==> config.mk <==
export PLATFORM = sky130hd
export DESIGN_NAME = ms_load_queue
export DESIGN_NICKNAME = d
export VERILOG_FILES = /design/src/rtl/ms_load_queue_pkg.sv /design/src/rtl/ms_load_align.sv /design/src/rtl/ms_load_queue.sv
export SDC_FILE = /design/constraint.sdc
export NUM_CORES = 1
export LEC_CHECK = 0
export BUFFER_PORTS_ARGS = -buffer_cell sky130_fd_sc_hd__buf_2
export CAP_MARGIN = 40
export CORE_MARGIN = 10
export CORE_UTILIZATION = 57
export DETAILED_ROUTE_END_ITERATION = 10
export PLACE_DENSITY = 0.87
export REMOVE_ABC_BUFFERS = 1
export SYNTH_ARGS = -nofsm -noshare
export SYNTH_HDL_FRONTEND = slang
export SYNTH_SLANG_ARGS = --single-unit
==> constraint.sdc <==
create_clock -name clk -period 12.88 [get_ports clk]
set_clock_uncertainty 0.2 [all_clocks]
set_input_delay 1.288 -clock clk [delete_from_list [all_inputs] [get_ports clk]]
set_output_delay 1.288 -clock clk [all_outputs]
set_load 0.1 [all_outputs]
==> src/rtl/ms_load_queue_pkg.sv <==
// Shared definitions for the memory-stage load queue: load_op encoding and entry descriptor.
package ms_load_queue_pkg;

    localparam int LOP_B  = 0;
    localparam int LOP_H  = 1;
    localparam int LOP_W  = 2;
    localparam int LOP_BU = 3;
    localparam int LOP_HU = 4;

    typedef logic [4:0] load_op_t;

    localparam load_op_t OP_B  = load_op_t'(1) << LOP_B;
    localparam load_op_t OP_H  = load_op_t'(1) << LOP_H;
    localparam load_op_t OP_W  = load_op_t'(1) << LOP_W;
    localparam load_op_t OP_BU = load_op_t'(1) << LOP_BU;
    localparam load_op_t OP_HU = load_op_t'(1) << LOP_HU;

    // Width-independent part of an entry; dest/pc/offset/data live in per-field arrays.
    typedef struct packed {
        logic     gr_we;
        load_op_t load_op;
    } lq_desc_t;

endpackage

==> src/rtl/ms_load_align.sv <==
// Load data alignment: selects byte/half/word at the bus offset and sign/zero-extends to DATA_W.
module ms_load_align
    import ms_load_queue_pkg::*;
#(
    parameter  int DATA_W = 32,
    localparam int VLO_W  = $clog2(DATA_W / 8)
) (
    input  logic [DATA_W-1:0] rdata,
    input  logic [VLO_W-1:0]  vaddr_lo,
    input  load_op_t          load_op,
    output logic [DATA_W-1:0] result
);

    function automatic logic [DATA_W-1:0] ext8(input logic [7:0] v, input logic sgn);
        logic signed [DATA_W-1:0] s;
        s = DATA_W'($signed(v));
        return sgn ? DATA_W'(s) : DATA_W'(v);
    endfunction

    function automatic logic [DATA_W-1:0] ext16(input logic [15:0] v, input logic sgn);
        logic signed [DATA_W-1:0] s;
        s = DATA_W'($signed(v));
        return sgn ? DATA_W'(s) : DATA_W'(v);
    endfunction

    function automatic logic [DATA_W-1:0] ext32(input logic [31:0] v);
        logic signed [DATA_W-1:0] s;
        s = DATA_W'($signed(v));
        return DATA_W'(s);
    endfunction

    logic [VLO_W-1:0] off_h;
    logic [VLO_W-1:0] off_w;
    logic [7:0]       b_v;
    logic [15:0]      h_v;
    logic [31:0]      w_v;

    // Halfword/word lanes ignore the low offset bits below their natural alignment.
    assign off_h = vaddr_lo & ~VLO_W'(1);
    assign off_w = vaddr_lo & ~VLO_W'(3);
    assign b_v   = 8'(rdata >> {vaddr_lo, 3'b000});
    assign h_v   = 16'(rdata >> {off_h, 3'b000});
    assign w_v   = 32'(rdata >> {off_w, 3'b000});

    always_comb begin
        result = '0;
        case (load_op)
            OP_B:    result = ext8(b_v, 1'b1);
            OP_BU:   result = ext8(b_v, 1'b0);
            OP_H:    result = ext16(h_v, 1'b1);
            OP_HU:   result = ext16(h_v, 1'b0);
            OP_W:    result = ext32(w_v);
            default: result = '0;
        endcase
    end

endmodule

==> src/rtl/ms_load_queue.sv <==
// In-order memory-stage load queue between EX and WB with flush-discard of late responses.
// Optional MS_LQ_BYPASS_EN: a response for the waiting head is presented to WB in the same cycle.
module ms_load_queue
    import ms_load_queue_pkg::*;
#(
    parameter  int DEPTH  = 4,
    parameter  int DATA_W = 32,
    parameter  int DEST_W = 5,
    parameter  int PC_W   = 32,
    localparam int PTR_W  = $clog2(DEPTH),
    localparam int CNT_W  = $clog2(DEPTH) + 1,
    localparam int VLO_W  = $clog2(DATA_W / 8)
) (
    input  logic              clk,
    input  logic              reset,
    input  logic              in_valid,
    output logic              in_ready,
    input  logic              in_mem_req,
    input  load_op_t          in_load_op,
    input  logic [VLO_W-1:0]  in_vaddr_lo,
    input  logic [DEST_W-1:0] in_dest,
    input  logic              in_gr_we,
    input  logic [DATA_W-1:0] in_result,
    input  logic [PC_W-1:0]   in_pc,
    input  logic              data_sram_data_ok,
    input  logic [DATA_W-1:0] data_sram_rdata,
    input  logic              flush,
    output logic              out_valid,
    input  logic              out_ready,
    output logic              out_gr_we,
    output logic [DEST_W-1:0] out_dest,
    output logic [DATA_W-1:0] out_result,
    output logic [PC_W-1:0]   out_pc,
    output logic              fwd_valid,
    output logic [DEST_W-1:0] fwd_dest,
    output logic [DATA_W-1:0] fwd_result,
    output logic [CNT_W-1:0]  count,
    output logic [CNT_W-1:0]  discard_cnt,
    output logic              proto_err
);

    lq_desc_t          desc_q [DEPTH];
    logic [VLO_W-1:0]  vlo_q  [DEPTH];
    logic [DEST_W-1:0] dest_q [DEPTH];
    logic [PC_W-1:0]   pc_q   [DEPTH];
    logic [DATA_W-1:0] data_q [DEPTH];
    logic [DEPTH-1:0]  done_q;

    logic [PTR_W-1:0]  rd_ptr, wr_ptr, match_idx;
    logic [CNT_W-1:0]  pend_cnt;
    logic [CNT_W:0]    occupancy;
    logic              pend_found, has_head, head_done, full;
    logic              push, pop, match_hit, match_write, resp_drop, resp_orphan, bypass_hit;
    logic [DATA_W-1:0] align_res;

    // Oldest live entry still waiting for data; responses arrive in request order.
    always_comb begin
        pend_found = 1'b0;
        match_idx  = rd_ptr;
        pend_cnt   = '0;
        for (int i = 0; i < DEPTH; i++) begin
            if (CNT_W'(i) < count && !done_q[rd_ptr + PTR_W'(i)]) begin
                if (!pend_found) begin
                    match_idx  = rd_ptr + PTR_W'(i);
                    pend_found = 1'b1;
                end
                pend_cnt = pend_cnt + CNT_W'(1);
            end
        end
    end

    // Responses owed to flushed loads still hold bus slots, so they count toward full.
    assign occupancy   = {1'b0, count} + {1'b0, discard_cnt};
    assign full        = occupancy >= (CNT_W + 1)'(DEPTH);
    assign resp_drop   = data_sram_data_ok && (discard_cnt != '0);
    assign match_hit   = data_sram_data_ok && (discard_cnt == '0) && pend_found;
    assign resp_orphan = data_sram_data_ok && (discard_cnt == '0) && !pend_found;
    assign has_head    = (count != '0);
    assign head_done   = has_head && done_q[rd_ptr];

`ifdef MS_LQ_BYPASS_EN
    assign bypass_hit = match_hit && has_head && !done_q[rd_ptr] && !flush;
`else
    assign bypass_hit = 1'b0;
`endif

    assign in_ready    = !full && !flush;
    assign push        = in_valid && in_ready;
    assign out_valid   = (head_done || bypass_hit) && !flush;
    assign pop         = out_valid && out_ready;
    assign match_write = match_hit && !(bypass_hit && pop);

    ms_load_align #(.DATA_W(DATA_W)) u_align (
        .rdata    (data_sram_rdata),
        .vaddr_lo (vlo_q[match_idx]),
        .load_op  (desc_q[match_idx].load_op),
        .result   (align_res)
    );

    assign out_gr_we  = has_head && desc_q[rd_ptr].gr_we;
    assign out_dest   = has_head ? dest_q[rd_ptr] : '0;
    assign out_pc     = has_head ? pc_q[rd_ptr] : '0;
    assign out_result = bypass_hit ? align_res : (has_head ? data_q[rd_ptr] : '0);
    assign fwd_valid  = out_valid && out_gr_we;
    assign fwd_dest   = out_dest;
    assign fwd_result = out_result;

    // Control state: pointers, occupancy, discard bookkeeping, completion bits.
    always_ff @(posedge clk or posedge reset) begin
        if (reset) begin
            rd_ptr      <= '0;
            wr_ptr      <= '0;
            count       <= '0;
            discard_cnt <= '0;
            proto_err   <= 1'b0;
            done_q      <= '0;
        end else begin
            if (resp_orphan) proto_err <= 1'b1;
            if (flush) begin
                rd_ptr      <= '0;
                wr_ptr      <= '0;
                count       <= '0;
                discard_cnt <= discard_cnt + pend_cnt - CNT_W'(match_hit || resp_drop);
            end else begin
                if (push) begin
                    wr_ptr         <= wr_ptr + PTR_W'(1);
                    done_q[wr_ptr] <= !in_mem_req;
                end
                if (match_write) done_q[match_idx] <= 1'b1;
                if (pop) rd_ptr <= rd_ptr + PTR_W'(1);
                if (resp_drop) discard_cnt <= discard_cnt - CNT_W'(1);
                count <= count + CNT_W'(push) - CNT_W'(pop);
            end
        end
    end

    // Entry payload storage; validity is carried entirely by the control state above.
    always_ff @(posedge clk) begin
        if (push) begin
            desc_q[wr_ptr] <= '{gr_we: in_gr_we, load_op: in_load_op};
            vlo_q[wr_ptr]  <= in_vaddr_lo;
            dest_q[wr_ptr] <= in_dest;
            pc_q[wr_ptr]   <= in_pc;
            data_q[wr_ptr] <= in_result;
        end
        if (match_write) data_q[match_idx] <= align_res;
    end

endmodule
**Word level (Yosys, flattened, before mapping)**

Memories as Yosys holds them, arrays and structs flattened.
Index checks and enable logic that the tools add are counted.
Widths: inputs -> output; s select.

- Eq/ne operators: 5
- Reduce and logical (&&, ||, !) cells: 32
- $lt $le $gt $ge: 13
- Bitwise operators: 1
- Shift-type cells: 2
- Muxes and demuxes: 45
- $add $sub $neg: 13

Operator list:

| operator | count |
|---|---|
| $pmux 32 s5 | 1 |
| $mux 32 | 2 |
| $shr 32x5->16 | 1 |
| $shr 32x5->8 | 1 |
| $mux 2 | 10 |
| $lt 2x3->1 const B | 6 |
| $mux 3 | 6 |
| $logic_and 1x1->1 | 17 |
| $mux 1 | 15 |
| $mux 4 | 3 |
| $add 3x1->3 const B | 3 |
| $bmux 1 s2 | 4 |
| $logic_not 1->1 | 8 |
| $lt 1x3->1 const A | 2 |
| $lt 2x3->1 const A | 2 |
| $reduce_bool 2->1 | 3 |
| $reduce_bool 3->1 | 2 |
| $sub 3x1->3 | 2 |
| $eq 5x1->1 const B | 1 |
| $eq 5x2->1 const B | 1 |
| $eq 5x3->1 const B | 1 |
| $eq 5x4->1 const B | 1 |
| $eq 5x5->1 const B | 1 |
| $mux 5 | 1 |
| other kinds (13) | 17 |

- Word-level logic and storage cells: 122
- Memories: 5
- Bits in registers: 15
- Output and inout port bits: 117
- Input bits: 116
- RAM bits: 308

Memories:

| memory | depth | bits a word | rd ports | clocked after memory_dff | wr ports | RTL line | text |
|---|---|---|---|---|---|---|---|
| data_q | 4 | 32 | 1 | 0 | 2 | ms_load_queue.sv:46 | `logic [DATA_W-1:0] data_q [DEPTH];` |
| pc_q | 4 | 32 | 1 | 0 | 1 | ms_load_queue.sv:45 | `logic [PC_W-1:0] pc_q [DEPTH];` |
| desc_q | 4 | 6 | 2 | 0 | 1 | ms_load_queue.sv:42 | `lq_desc_t desc_q [DEPTH];` |
| dest_q | 4 | 5 | 1 | 0 | 1 | ms_load_queue.sv:44 | `logic [DEST_W-1:0] dest_q [DEPTH];` |
| vlo_q | 4 | 2 | 1 | 0 | 1 | ms_load_queue.sv:43 | `logic [VLO_W-1:0] vlo_q [DEPTH];` |

**Longest topological paths before layout**

Gate-level depths: netlist of run 1.

- Depth in word-level cells: 17
- Gate-level depth with buffers: 19
- Depth with buffers taken out: 17

**By module**

Synthesis of run 1 repeated with hierarchy kept, for this count alone.

- Cells, all modules: 939
- Area, all modules: 15965.3 sq um

By module, submodules not included:

| module | instances | cells an instance | seq. area each (sq um) | area each (sq um) |
|---|---|---|---|---|
| ms_load_queue | 1 | 844 | 9624.2 | 15228.4 |
| ms_load_align | 1 | 95 | 0.0 | 737.0 |

**Worst setup path after synthesis of run 1**

No wires, ideal clock.

- Path kind: input to output
- From: input flush
- To: output fwd_valid
- Stages on the path: 3
- Path slack: 6798 ps
- Path buffers: 1
- Data required time: 11392 ps
- Arrival: 4594 ps
- Cell sequence: clkbuf_1 -> nor3_1 -> and2_1

- Longest elaborated chain between the ends: 3

Ends and longest elaborated chain:

| what | RTL line | text |
|---|---|---|
| start: declaration | ms_load_queue.sv:27 | `input logic flush,` |
| $logic_not 1->1 | ms_load_queue.sv:89 | `assign out_valid = (head_done \|\| bypass_hit) && !flush;` |
| $logic_and 1x1->1 | ms_load_queue.sv:89 |  |
| via out_valid | ms_load_queue.sv:28 | `output logic out_valid,` |
| $logic_and 1x1->1 | ms_load_queue.sv:104 | `assign fwd_valid = out_valid && out_gr_we;` |
| end: declaration | ms_load_queue.sv:34 | `output logic fwd_valid,` |

The timed path passes the listed nets, and every way through them passes these cells.

==> implementation parameters, run 1 <==
Parameter                              Value

Synth
  Flops & latches, synth    323
  Count leader, synth    sky130_fd_sc_hd__edfxtp_1
  Predominant post-synthesis flop cell    sky130_fd_sc_hd__edfxtp_1
  Synthesis warning total    0
  Instance count of the mapped netlist    1,168
  Summed instance area of the synthesized netlist    0.01614 mm²
  Asr flop ratio synth    0.04644
  Portion of the post-synthesis area used by sequential elements    0.5961
  Synth cell types    80
  Cell accounting for the most synthesized area    sky130_fd_sc_hd__edfxtp_1
  Post-synth EDFFs    308
  Area share of the leading cell type in the synthesized netlist    0.5729
  Cell types occupying the most area after synthesis    sky130_fd_sc_hd__edfxtp_1, sky130_fd_sc_hd__mux4_2, sky130_fd_sc_hd__mux2_2
  List of most frequent post-synthesis cells    sky130_fd_sc_hd__edfxtp_1, sky130_fd_sc_hd__nand2_1, sky130_fd_sc_hd__nor2b_1
  Mean area per synthesized cell    approximately 14 µm²

Worst setup path
  Type of the worst setup path    reg2reg
  Capture point of the worst path    data_q[0][13]
  Startpoint of the worst-slack reg-to-reg timing path    rd_ptr[0]
  Worst reg2reg path endpoint    data_q[0][13]
  Depth of the worst register-to-register path    14
  Worst Path Max Fanout    40
  Required time at the worst-slack endpoint    13,020 ps
  Cell chain of the critical path    or2_2 > o2bb2a_2 > ha_1 > nand2_1 > o21a_1 > a21o_1 > o211ai_2 > o221ai_2 > and2_1 > mux2i_2 > a211oi_4 > buf_8 > nor3_1 > o22ai_1
  Cell family with most CP delay    compound AO/OA/AOI/OAI gates
  Total number of cells along the worst setup path    14
  Slowest library cell on the worst path    sky130_fd_sc_hd__dfrtp_4
  Startpoint of the most critical setup path    rd_ptr[0]
  CP Launch Type    register
  Crit path arrival time    slightly below 6000 ps
  Combined buffer and inverter count along the critical path    1
  Crit end category    register
  Worst R2R Setup Slack    7250 ps
  Delay of the slowest critical-path stage    900 ps

CTS
  Clock buffers created by TritonCTS    35
  Number of buffers on the longest clock path    3
  Post-cts hold buffer count    0
  Htree depth    2
  Clk pin slew, worst setup/hold paths    approximately 60 ps
  Clock sink total    323
  Number of setup buffers added after CTS    0
  Cells resized by post-CTS repair    0
  Clock latency at the later pin of the worst-skew pair    about 520 ps
  Root Buffer    sky130_fd_sc_hd__clkbuf_16
  CTS tree    built

Floorplanning
  Initial standard-cell utilization of the core    0.5795
  Area of the die    0.03546 mm²
  Placement Rows    61
  Die outline height    188.3 µm
  Horizontal die dimension    between 150 and 200 µm
  Ports    233
  Core Box Area    0.02786 mm²

Global route
  Via count of the first global-routing pass    11.04k
  Aggregate global-route resource usage    0.2218
  GRT Residual Overflow    0
  Antenna violations before repair    4
  First-pass GRT wire length    62,110 µm
  Pin count of the biggest net entering global routing    72

STA
  Fin crit share    0.4370
  Max frequency    177.7 MHz
  Final Hold Violating Endpoints    0
  Setup TNS Final    0 ps
  Pins over their slew limit    0
  Fin Hold WS    278.3 ps
  Slew margin rel.    0.4169
  Final setup fails    0
  Measured slew at the worst slew-check pin    870.8 ps
  Unrepaired setup endpoints after global routing    false
  Final min period    5629 ps

Drt
  Routed wire per std cell    approximately 23 µm
  Router iterations before antenna repair    6
  DR vias    roughly 11k
  Post-detailed-route via-to-cell ratio    6.137
  DRC errors left    0
  Drt total wl    slightly above 40,000 µm
  Violation count after the first detailed-routing iteration    1,463
  Antenna-violating nets left    0

Hold path
  Hold/Removal Path Class    reg2reg

Layout
  Synth-to-Final Area Change    15.72%
  Share of layout cells above drive strength 1    0.3446
  Utilization after layout    0.6706
  Number of nets in the layout    around 1.5k

Job
  Number of max-capacitance violations reported    0

Placement
  Final GP Congestion    0.9236
  HPWL after detailed placement    26,350 µm
  IO Port Bufs    232

Run status
  Result of the run    finished clean
through the flow:
step,cell area (µm²),setup slack [ps],instances
global route,18680,6859,1767
CTS,18670,7277,1765
detailed placement,17490,7304,1704
floorplan,15590,3641,1068
finish,18680,7251,1770
global placement,17390,7028,1698
layout by cell type, fill, tap and decap left out, types with 14 or more instances in the layout:
master and instances:
sky130_fd_sc_hd__clkbuf_16 36, sky130_fd_sc_hd__o22ai_1 16, sky130_fd_sc_hd__nor2_1 61, sky130_fd_sc_hd__edfxtp_1 308
sky130_fd_sc_hd__nor2b_1 73, sky130_fd_sc_hd__inv_1 49, sky130_fd_sc_hd__a21oi_1 14, sky130_fd_sc_hd__nor3_1 39
sky130_fd_sc_hd__nand2_1 105, sky130_fd_sc_hd__mux4_2 72, sky130_fd_sc_hd__o2bb2ai_1 17, sky130_fd_sc_hd__o21ai_1 43
sky130_fd_sc_hd__mux2_2 41, sky130_fd_sc_hd__buf_2 232, sky130_fd_sc_hd__o21ai_0 37, sky130_fd_sc_hd__buf_4 21
sky130_fd_sc_hd__ha_1 18
worst min path at each step:
stage | slack (ps) | end | start | cells after the start
2_1_floorplan | 290 | wr_ptr[0] | wr_ptr[0] | 1
3_3_place_gp | 250 | proto_err | proto_err | 1
3_5_place_dp | 270 | proto_err | proto_err | 1
4_1_cts | 290 | proto_err | proto_err | 1
5_1_grt | 300 | proto_err | proto_err | 1
6_report | 280 | proto_err | proto_err | 1
layout make-up:
cell class                 count  area [µm²]
antenna                        5       12.51
tap                          378       473.0
clock inverter                18       247.7
inverter                      53       198.9
fill                        1899        9175
sequential                   323        9632
timing repair buffer         258        1411
multi-input combinational    692        5771
clock buffer                  43       937.1
routing by layer:
layer	wire length, µm	track usage	vias up
li1	-	-	4797
met1	14600	0.2753	5284
met2	20340	0.3731	640
met3	3835	0.04450	139
met4	1554	0.09341	2
met5	7	0	-
sequential cells by signal, indices dropped and copies added (netlist names):
name,flops
count,3
discard_cnt,3
wr_ptr,2
proto_err,1
data_q,128
pc_q,128
desc_q,24
done_q,4
rd_ptr,2
dest_q,20
vlo_q,8
cell families (layout without fill, tap and decap cells):
| group | after synthesis | count (layout) | synth area share |
|---|---|---|---|
| xor gates and xnor gates | 14 | 14 | 0.007595 |
| other | 0 | 5 | 0 |
| DFF | 323 | 323 | 0.5961 |
| adders and majority gates | 20 | 20 | 0.01643 |
| and+or+nand+nor | 325 | 325 | 0.09998 |
| AOI/OAI and AO/OA | 202 | 202 | 0.09091 |
| buffers and inverters | 153 | 372 | 0.04673 |
| muxes | 131 | 131 | 0.1422 |
Power of run 1 is left out: the tool's default activity adds up to more than one toggle a clock period on the data nets, which glitch-free logic cannot reach.
==> inputs of run 2 (changes only) <==
Clock period 12.88 ns to 5.3 ns, I/O delays scaled along.
==> implementation parameters, run 2 (same netlist as run 1, synthesis figures left out) <==
Parameter                              Value

Drt
  Post-detailed-route via-to-cell ratio    6.140
  Drt total wl    just over 40,000 µm
  Antenna-violating nets left    0
  DR vias    10.98k
  DRC errors left    0
  Router iterations before antenna repair    8
  Violation count after the first detailed-routing iteration    1,303
  Routed wire per std cell    23.17 µm

Global route
  Pin count of the biggest net entering global routing    between 70 and 80
  GRT Residual Overflow    0
  Via count of the first global-routing pass    11.23k
  Antenna violations before repair    11
  First-pass GRT wire length    63,570 µm
  Aggregate global-route resource usage    0.2264

Layout
  Synth-to-Final Area Change    16.36%
  Share of layout cells above drive strength 1    0.3490
  Commonest non-fill, non-tap cell in the layout    sky130_fd_sc_hd__edfxtp_1
  Most used cells in the layout excluding fill and tap cells    sky130_fd_sc_hd__edfxtp_1, sky130_fd_sc_hd__buf_2, sky130_fd_sc_hd__nand2_1, sky130_fd_sc_hd__nor2b_1, sky130_fd_sc_hd__mux4_2
  Regs by FF count    data_q: 128 flops, pc_q: 128 flops, desc_q: 24 flops
  Number of nets in the layout    1,512

STA
  Final min period    4863 ps
  Unrepaired setup endpoints after global routing    false
  Final setup fails    0
  Fin crit share    0.9175
  Max frequency    205.6 MHz
  Final Hold Violating Endpoints    0
  Setup TNS Final    0 ps
  Slew margin rel.    0.4038
  Pins over their slew limit    0
  Measured slew at the worst slew-check pin    894.3 ps

Worst setup path
  Worst path most repeated cell    sky130_fd_sc_hd__ha_1
  Cell chain of the critical path    inv_1 > ha_1 > or2_2 > o2bb2a_2 > ha_1 > nand2_1 > o21a_1 > a21o_1 > o211a_1 > buf_4 > o221ai_1 > a211oi_2 > nor2_1 > o31ai_2 > nand3_1 > o22ai_1
  Worst Path Max Fanout    10
  Slowest library cell on the worst path    sky130_fd_sc_hd__dfrtp_1
  Crit end category    register
  Delay of the slowest critical-path stage    480 ps
  CP Launch Type    register
  Required time at the worst-slack endpoint    5430 ps
  Crit path arrival time    5000 ps
  Type of the worst setup path    reg2reg

CTS
  Htree depth    2
  Clock buffers created by TritonCTS    36
  Number of buffers on the longest clock path    3
  Clock sink total    323
  CTS tree    built
  Clk pin slew, worst setup/hold paths    60 ps
  Root Buffer    sky130_fd_sc_hd__clkbuf_16
  Clock latency at the later pin of the worst-skew pair    around 510 ps

Floorplanning
  Initial standard-cell utilization of the core    0.5795
  Horizontal die dimension    around 190 µm
  Core Box Area    0.02786 mm²
  Die outline height    between 150 and 200 µm
  Area of the die    0.03546 mm²
  Ports    233
  Placement Rows    approximately 60

Placement
  Final GP Congestion    0.9221
  HPWL after detailed placement    26,680 µm
  IO Port Bufs    232

Hold path
  Hold/Removal Path Class    in2reg

Run status
  Result of the run    finished clean

Job
  Number of max-capacitance violations reported    0
run 2: path summary, 6_finish.rpt:
kind                                 from            end  slack, ps  depth (start not counted)
min in group asynchronous           reset       count[1]        450                          3
max in group asynchronous           reset      rd_ptr[1]       4010                          3
worst max register to register   count[2]  data_q[0][12]        440                         16
worst max-delay path             count[2]  data_q[0][12]        440                         16
worst min-delay path            in_pc[21]    pc_q[3][21]         40                          1
worst min register to register  proto_err      proto_err        330                          1
run 2: worst max-delay path: cells and delay by family (launching register included):
| family | cells | cell delay (ps) |
|---|---|---|
| DFF | 1 | 480 |
| AOI/OAI and AO/OA | 8 | 2160 |
| adders and majority gates | 2 | 550 |
| and+or+nand+nor | 4 | 960 |
| buffers and inverters | 2 | 330 |
run 2: per-stage QoR:
| stage | cells | utilization | hold WS (ps) | cell area [µm²] | setup WS, ps |
|---|---|---|---|---|---|
| after detailed placement | 1705 | 0.6283 | 290.7 | 17500 | 421.5 |
| after global placement | 1699 | 0.6243 | 307.2 | 17390 | 432.6 |
| after floorplan | 1068 | - | 231.5 | 15590 | -3333 |
| after global routing | 1785 | 0.6741 | 33.08 | 18780 | 55.45 |
| after CTS | 1769 | 0.6693 | 22.35 | 18650 | 331.3 |
| final | 1788 | 0.6743 | 42.16 | 18790 | 437.2 |
run 2: per-layer routing:
layer / global-route usage / part of all wire
met5: 0 / 0.0012
met4: 0.09127 / 0.036
met2: 0.3829 / 0.50
met1: 0.2794 / 0.36
met3: 0.04764 / 0.094
run 2: cell type report:
class | instances | area [µm²]
timing repair buffer | 270 | 1526
antenna | 9 | 22.52
clock inverter | 19 | 158.9
tap | 378 | 473.0
clock buffer | 44 | 973.4
multi-input combinational | 692 | 5801
sequential | 323 | 9632
inverter | 53 | 198.9
fill | 1855 | 9072
run 2: what timing repair did:
item                       CTS  global route
setup endpoints to repair    0            26
hold buffers                 1             0
setup buffers                0            10
hold endpoints to repair    15             0
gates resized for setup      0             3
Power of run 2 is left out for the same reason.
